$ cat config.mk
export PLATFORM = sky130hd
export DESIGN_NAME = relu_lut_fetcher
export DESIGN_NICKNAME = d
export VERILOG_FILES = /design/src/rtl/lut_fetch_pkg.sv /design/src/rtl/lut_index_split.sv /design/src/rtl/relu_lut_fetcher.sv
export SDC_FILE = /design/constraint.sdc
export NUM_CORES = 1
export LEC_CHECK = 0
export CAP_MARGIN = 5
export CELL_PAD_IN_SITES_DETAIL_PLACEMENT = 1
export CELL_PAD_IN_SITES_GLOBAL_PLACEMENT = 1
export CORE_MARGIN = 4
export CORE_UTILIZATION = 38
export CTS_CLUSTER_DIAMETER = 80
export DETAILED_ROUTE_END_ITERATION = 6
export GPL_ROUTABILITY_DRIVEN = 0
export PLACE_DENSITY_LB_ADDON = 0.1
export SYNTH_ARGS = -nofsm -noshare
export SYNTH_HDL_FRONTEND = slang
export SYNTH_SLANG_ARGS = --single-unit
$ cat constraint.sdc
create_clock -name clk -period 4.3 [get_ports clk]
set_input_delay 0.86 -clock clk [delete_from_list [all_inputs] [get_ports clk]]
set_output_delay 0.86 -clock clk [all_outputs]
set_load 0.05 [all_outputs]
$ cat src/rtl/lut_fetch_pkg.sv
// Shared definitions for the activation LUT front end: default widths,
// FSM state encoding, index bias and index saturation limit.
package lut_fetch_pkg;

  localparam int LUT_IDX_W  = 4;
  localparam int LUT_FRAC_W = 4;
  localparam int LUT_DATA_W = 8;

  // XOR with the bias turns the signed top nibble into an unsigned table index
  localparam logic [LUT_IDX_W-1:0] IDX_BIAS = 4'b1000;
  localparam logic [LUT_IDX_W-1:0] IDX_SAT  = 4'b1111;

  typedef enum logic [2:0] {
    IDLE    = 3'd0,
    RD_BASE = 3'd1,
    RD_NEXT = 3'd2,
    RD_LAST = 3'd3,
    OUT     = 3'd4
  } state_t;

endpackage

$ cat src/rtl/lut_index_split.sv
// Combinational split of a signed activation into table index, saturated
// neighbour index and fractional remainder.
module lut_index_split
  import lut_fetch_pkg::*;
#(
  parameter int                   IDX_W  = LUT_IDX_W,
  parameter int                   FRAC_W = LUT_FRAC_W,
  parameter int                   DATA_W = LUT_DATA_W,
  parameter logic [IDX_W-1:0]     BIAS   = IDX_BIAS,
  parameter logic [IDX_W-1:0]     SAT    = IDX_SAT
) (
  input  logic [DATA_W-1:0] x,
  output logic [IDX_W-1:0]  idx,
  output logic [IDX_W-1:0]  idx_next,
  output logic [FRAC_W-1:0] frac
);

  localparam logic [IDX_W-1:0] ONE = 1;

  assign idx      = x[DATA_W-1:FRAC_W] ^ BIAS;
  // The last segment reads its own entry twice instead of wrapping to entry 0
  assign idx_next = (idx == SAT) ? SAT : idx + ONE;
  assign frac     = x[FRAC_W-1:0];

endmodule

$ cat src/rtl/relu_lut_fetcher.sv
// Activation LUT fetcher: splits x, reads two neighbouring entries from an
// external synchronous ROM and presents {base, next__data, remaining}.
// Optional macro LUT_ZERO_FRAC_SKIP_EN: a zero fraction skips the second read.
module relu_lut_fetcher
  import lut_fetch_pkg::*;
#(
  parameter int IDX_W  = LUT_IDX_W,
  parameter int FRAC_W = LUT_FRAC_W,
  parameter int DATA_W = LUT_DATA_W
) (
  input  logic              clk,
  input  logic              rst,
  input  logic              in__valid,
  output logic              in__ready,
  input  logic [DATA_W-1:0] x,
  output logic [IDX_W-1:0]  tbl__addr,
  input  logic [DATA_W-1:0] tbl__rdata,
  output logic              out__valid,
  input  logic              out__ready,
  output logic [DATA_W-1:0] base,
  output logic [DATA_W-1:0] next__data,
  output logic [DATA_W-1:0] remaining,
  output state_t            state_dbg
);

  // Handshakes: a transfer happens on a rising edge where valid and ready are
  // both 1. A source holds its payload stable while valid=1 and ready=0, and
  // valid never depends combinationally on ready on either side.

  state_t              state;
  state_t              state_nxt;
  logic                ready_q;
  logic [IDX_W-1:0]    addr_q;
  logic [IDX_W-1:0]    idx_next_q;
  logic [FRAC_W-1:0]   frac_q;
  logic [DATA_W-1:0]   base_q;
  logic [DATA_W-1:0]   next_q;
  logic [DATA_W-1:0]   rem_q;

  logic [IDX_W-1:0]    s_idx;
  logic [IDX_W-1:0]    s_idx_next;
  logic [FRAC_W-1:0]   s_frac;

  logic                accept;
  logic                ld_base;
  logic                ld_next;

  lut_index_split #(
    .IDX_W  (IDX_W),
    .FRAC_W (FRAC_W),
    .DATA_W (DATA_W)
  ) u_split (
    .x        (x),
    .idx      (s_idx),
    .idx_next (s_idx_next),
    .frac     (s_frac)
  );

  always_comb begin
    state_nxt = state;
    accept    = 1'b0;
    ld_base   = 1'b0;
    ld_next   = 1'b0;
    case (state)
      IDLE: begin
        if (in__valid && ready_q) begin
          accept    = 1'b1;
          state_nxt = RD_BASE;
        end
      end
      RD_BASE: state_nxt = RD_NEXT;
      RD_NEXT: begin
        ld_base = 1'b1;
`ifdef LUT_ZERO_FRAC_SKIP_EN
        state_nxt = (frac_q == '0) ? OUT : RD_LAST;
`else
        state_nxt = RD_LAST;
`endif
      end
      RD_LAST: begin
        ld_next   = 1'b1;
        state_nxt = OUT;
      end
      OUT: begin
        if (out__ready) state_nxt = IDLE;
      end
      default: state_nxt = IDLE;
    endcase
  end

  always_ff @(posedge clk or negedge rst) begin
    if (!rst) begin
      state <= IDLE;
    end else begin
      state <= state_nxt;
    end
  end

  // ready_q stays low for the first cycle after reset release
  always_ff @(posedge clk or negedge rst) begin
    if (!rst) begin
      ready_q    <= 1'b0;
      addr_q     <= '0;
      idx_next_q <= '0;
      frac_q     <= '0;
    end else begin
      ready_q <= (state_nxt == IDLE);
      if (accept) begin
        addr_q     <= s_idx;
        idx_next_q <= s_idx_next;
        frac_q     <= s_frac;
      end else if (state == RD_BASE) begin
        addr_q <= idx_next_q;
      end
    end
  end

  always_ff @(posedge clk or negedge rst) begin
    if (!rst) begin
      base_q <= '0;
      next_q <= '0;
      rem_q  <= '0;
    end else begin
      if (ld_base) base_q <= tbl__rdata;
`ifdef LUT_ZERO_FRAC_SKIP_EN
      if (ld_base && (frac_q == '0)) begin
        next_q <= tbl__rdata;
        rem_q  <= '0;
      end
`endif
      if (ld_next) begin
        next_q <= tbl__rdata;
        rem_q  <= {{(DATA_W-FRAC_W){1'b0}}, frac_q};
      end
    end
  end

  assign in__ready  = ready_q;
  assign tbl__addr  = addr_q;
  assign out__valid = (state == OUT);
  assign base       = base_q;
  assign next__data = next_q;
  assign remaining  = rem_q;
  assign state_dbg  = state;

endmodule

==> results.cfg <==
[clock_network]
cts_setup_buffers = 0
clk_latency_ns = 0.28
clk_pin_slew_worst_paths_ns = 0.06
cts_resized = 0
postCtsHoldBufs = 0
h-tree-depth = 2
cts_tree = done
clock_path_buffers = 2
cts_buffers = 5
root_buffer = clkbuf_8
clock-sinks = 36

[run]
cap_violations = 0

[route]
vias_per_cell = 4.98
ant_nets = 0
first_pass_iters = 3
drc_errors = 0
wl_um = 3330
drtIter0Drc = 45
vias = 1030
wire_per_inst_um = 16.1

[grt]
grt_pass1_wl_um = 5560
antenna_found_initial = 0
grt_pass1_vias = 1114
track_usage_pct = 14.4
grt_start_max_net_pins = 37
grt-ovfl-total = 0

[sta]
hold_violations = 0
fin_ws_ns = 1.42
worstMarginPinSlew_ns = 0.797
finalSetupTns_ns = 0
slew_viol_final = 0
setup_violations = 0
fin_skew_ns = 0.00204
rsz0062_at_grt = false
timing.final.crit_share_pct = 66.9
fmax_ghz = 0.348
period_minus_slack_ns = 2.88
relSlewSlack_pct = 46.8

[die]
io_pins = 53
die-width_um = 71.3
core_um2 = 3770
die_area_um2 = 5090
fp-row-count = 22
die_y_um = 71.3
start_util_pct = 40.4

[worst_setup_path]
worstPathRequired_ns = 3.44
crit_chain = nor2_1 > nand2_1 > inv_1 > clkdlybuf4s50_1
critPathKind = flip-flop to primary output
cp_slowest_cell = clkdlybuf4s50_1
critPathLaunchType = flip-flop
reg2reg_depth = 2
max_stage_delay_ns = 0.80
endpoint_kind = primary output
cp_data_arrival_time_ns = 2.02
critPathMaxFanout = 8

[synth]
synth-seq-cells = 36
yosysWarnings = 0
synthDistinctLibCells = 24
postSynthAreaPerCell_um2 = 14.1
synthCells = 108
yosysSeqAreaShare_pct = 59.1
syn_area_um2 = 1520

[placement]
dp_hpwl_um = 2450
port_buffers = 48
place_ws_ns = 1.67

[min_path]
holdPathStages = 1
hp-class = flip-flop to flip-flop

[layout]
final_common_cell = clkdlybuf4s50_1
drive_gt1_share_pct = 23.3
layout_common_cells = 47 x clkdlybuf4s50_1, 36 x dfrtp_1, 27 x mux2_2, 6 x clkbuf_8
nets = 179
n_antenna_cell = 0
areaGrowthSynthToFinish_pct = 38.0
fin_util_pct = 55.8

[outcome]
outcome = complete, no violations
[Yosys cell counts]
| cell type | instances | area share (%) |
|---|---|---|
| xnor2_1 | 1 | 0.57 |
| mux2_2 | 27 | 20 |
| a221o_1 | 4 | 2.6 |
| buf_4 | 7 | 3.4 |
| conb_1 | 1 | 0.25 |
| nor3b_4 | 1 | 1.2 |
| buf_2 | 1 | 0.33 |
| nand3_1 | 2 | 0.66 |
| or2_2 | 1 | 0.41 |
| nor3b_1 | 1 | 0.49 |
| mux2i_1 | 2 | 1.3 |
| o21bai_1 | 1 | 0.49 |
| inv_1 | 3 | 0.74 |
| nor4_4 | 1 | 1.4 |
| ha_1 | 1 | 0.82 |
| nor2_1 | 3 | 0.74 |
| nand2_1 | 3 | 0.74 |
| dfrtp_1 | 36 | 59 |
| nand3b_1 | 1 | 0.49 |
| nor4b_1 | 1 | 0.57 |
| or3_1 | 1 | 0.41 |
| o21ai_0 | 3 | 0.98 |
| a21oi_1 | 3 | 0.98 |
| and2_1 | 3 | 1.2 |
[sequential cells by signal (all words and copies together), names as in the netlist]
name,count
base,8
frac_q,4
idx_next_q,4
in__ready,1
next__data,8
remaining,4
state_dbg,3
tbl__addr,4
[per-layer routing]
metal | global-route usage [%] | part of all wire, % | vias to the layer above
met5 | 0 | 0 | -
met4 | 8.14 | 2.5 | 0
met3 | 4.49 | 6.4 | 8
met2 | 23.0 | 50 | 35
met1 | 17.0 | 41 | 517
li1 | - | - | 470
[worst max-delay path, delay by kind of cell, from the launching register on]
kind	cells	cell delay, ns
DFF	1	0.50
and+or+nand+nor	2	0.32
buffers and inverters	2	0.90
[final cells by class]
type                    instances  area, um2
fillers                       398       1670
flip-flops and latches         36        901
multi-input cells              64        566
repair buffers                 48        475
clock buffers                   8       90.1
well taps                      48       60.1
inverters                       3       11.3
[through the flow]
step	instance area, um2	hold slack [ns]	cells
after floorplan	1540	0.472	111
after global placement	2010	0.486	199
after detailed placement	2010	0.492	199
after CTS	2100	0.510	207
after global routing	2100	0.520	207
final	2100	0.506	207
[cells by family after synthesis]
family / count (synthesis) / share of synthesized area (%)
AOI/OAI and AO/OA: 11 / 5.09
muxes: 29 / 21.3
other: 1 / 0.246
buffers and inverters: 11 / 4.52
DFF: 36 / 59.1
and+or+nand+nor: 18 / 8.38
xor gates and xnor gates: 1 / 0.575
adders and majority gates: 1 / 0.821
[path summary, 6_finish.rpt]
| path | slack [ns] | endpoint | start |
|---|---|---|---|
| max | 1.42 | out__valid | state_dbg[0] |
| max in group asynchronous | 3.14 | base[7] | rst |
| min reg2reg | 0.51 | remaining[0] | remaining[0] |
| min in group asynchronous | 0.66 | in__ready | rst |
| min | 0.51 | remaining[0] | remaining[0] |
| max reg2reg | 2.52 | next__data[2] | state_dbg[2] |
Power is left out: the tool's default activity adds up to more than one toggle a clock period on the data nets, which glitch-free logic cannot reach.
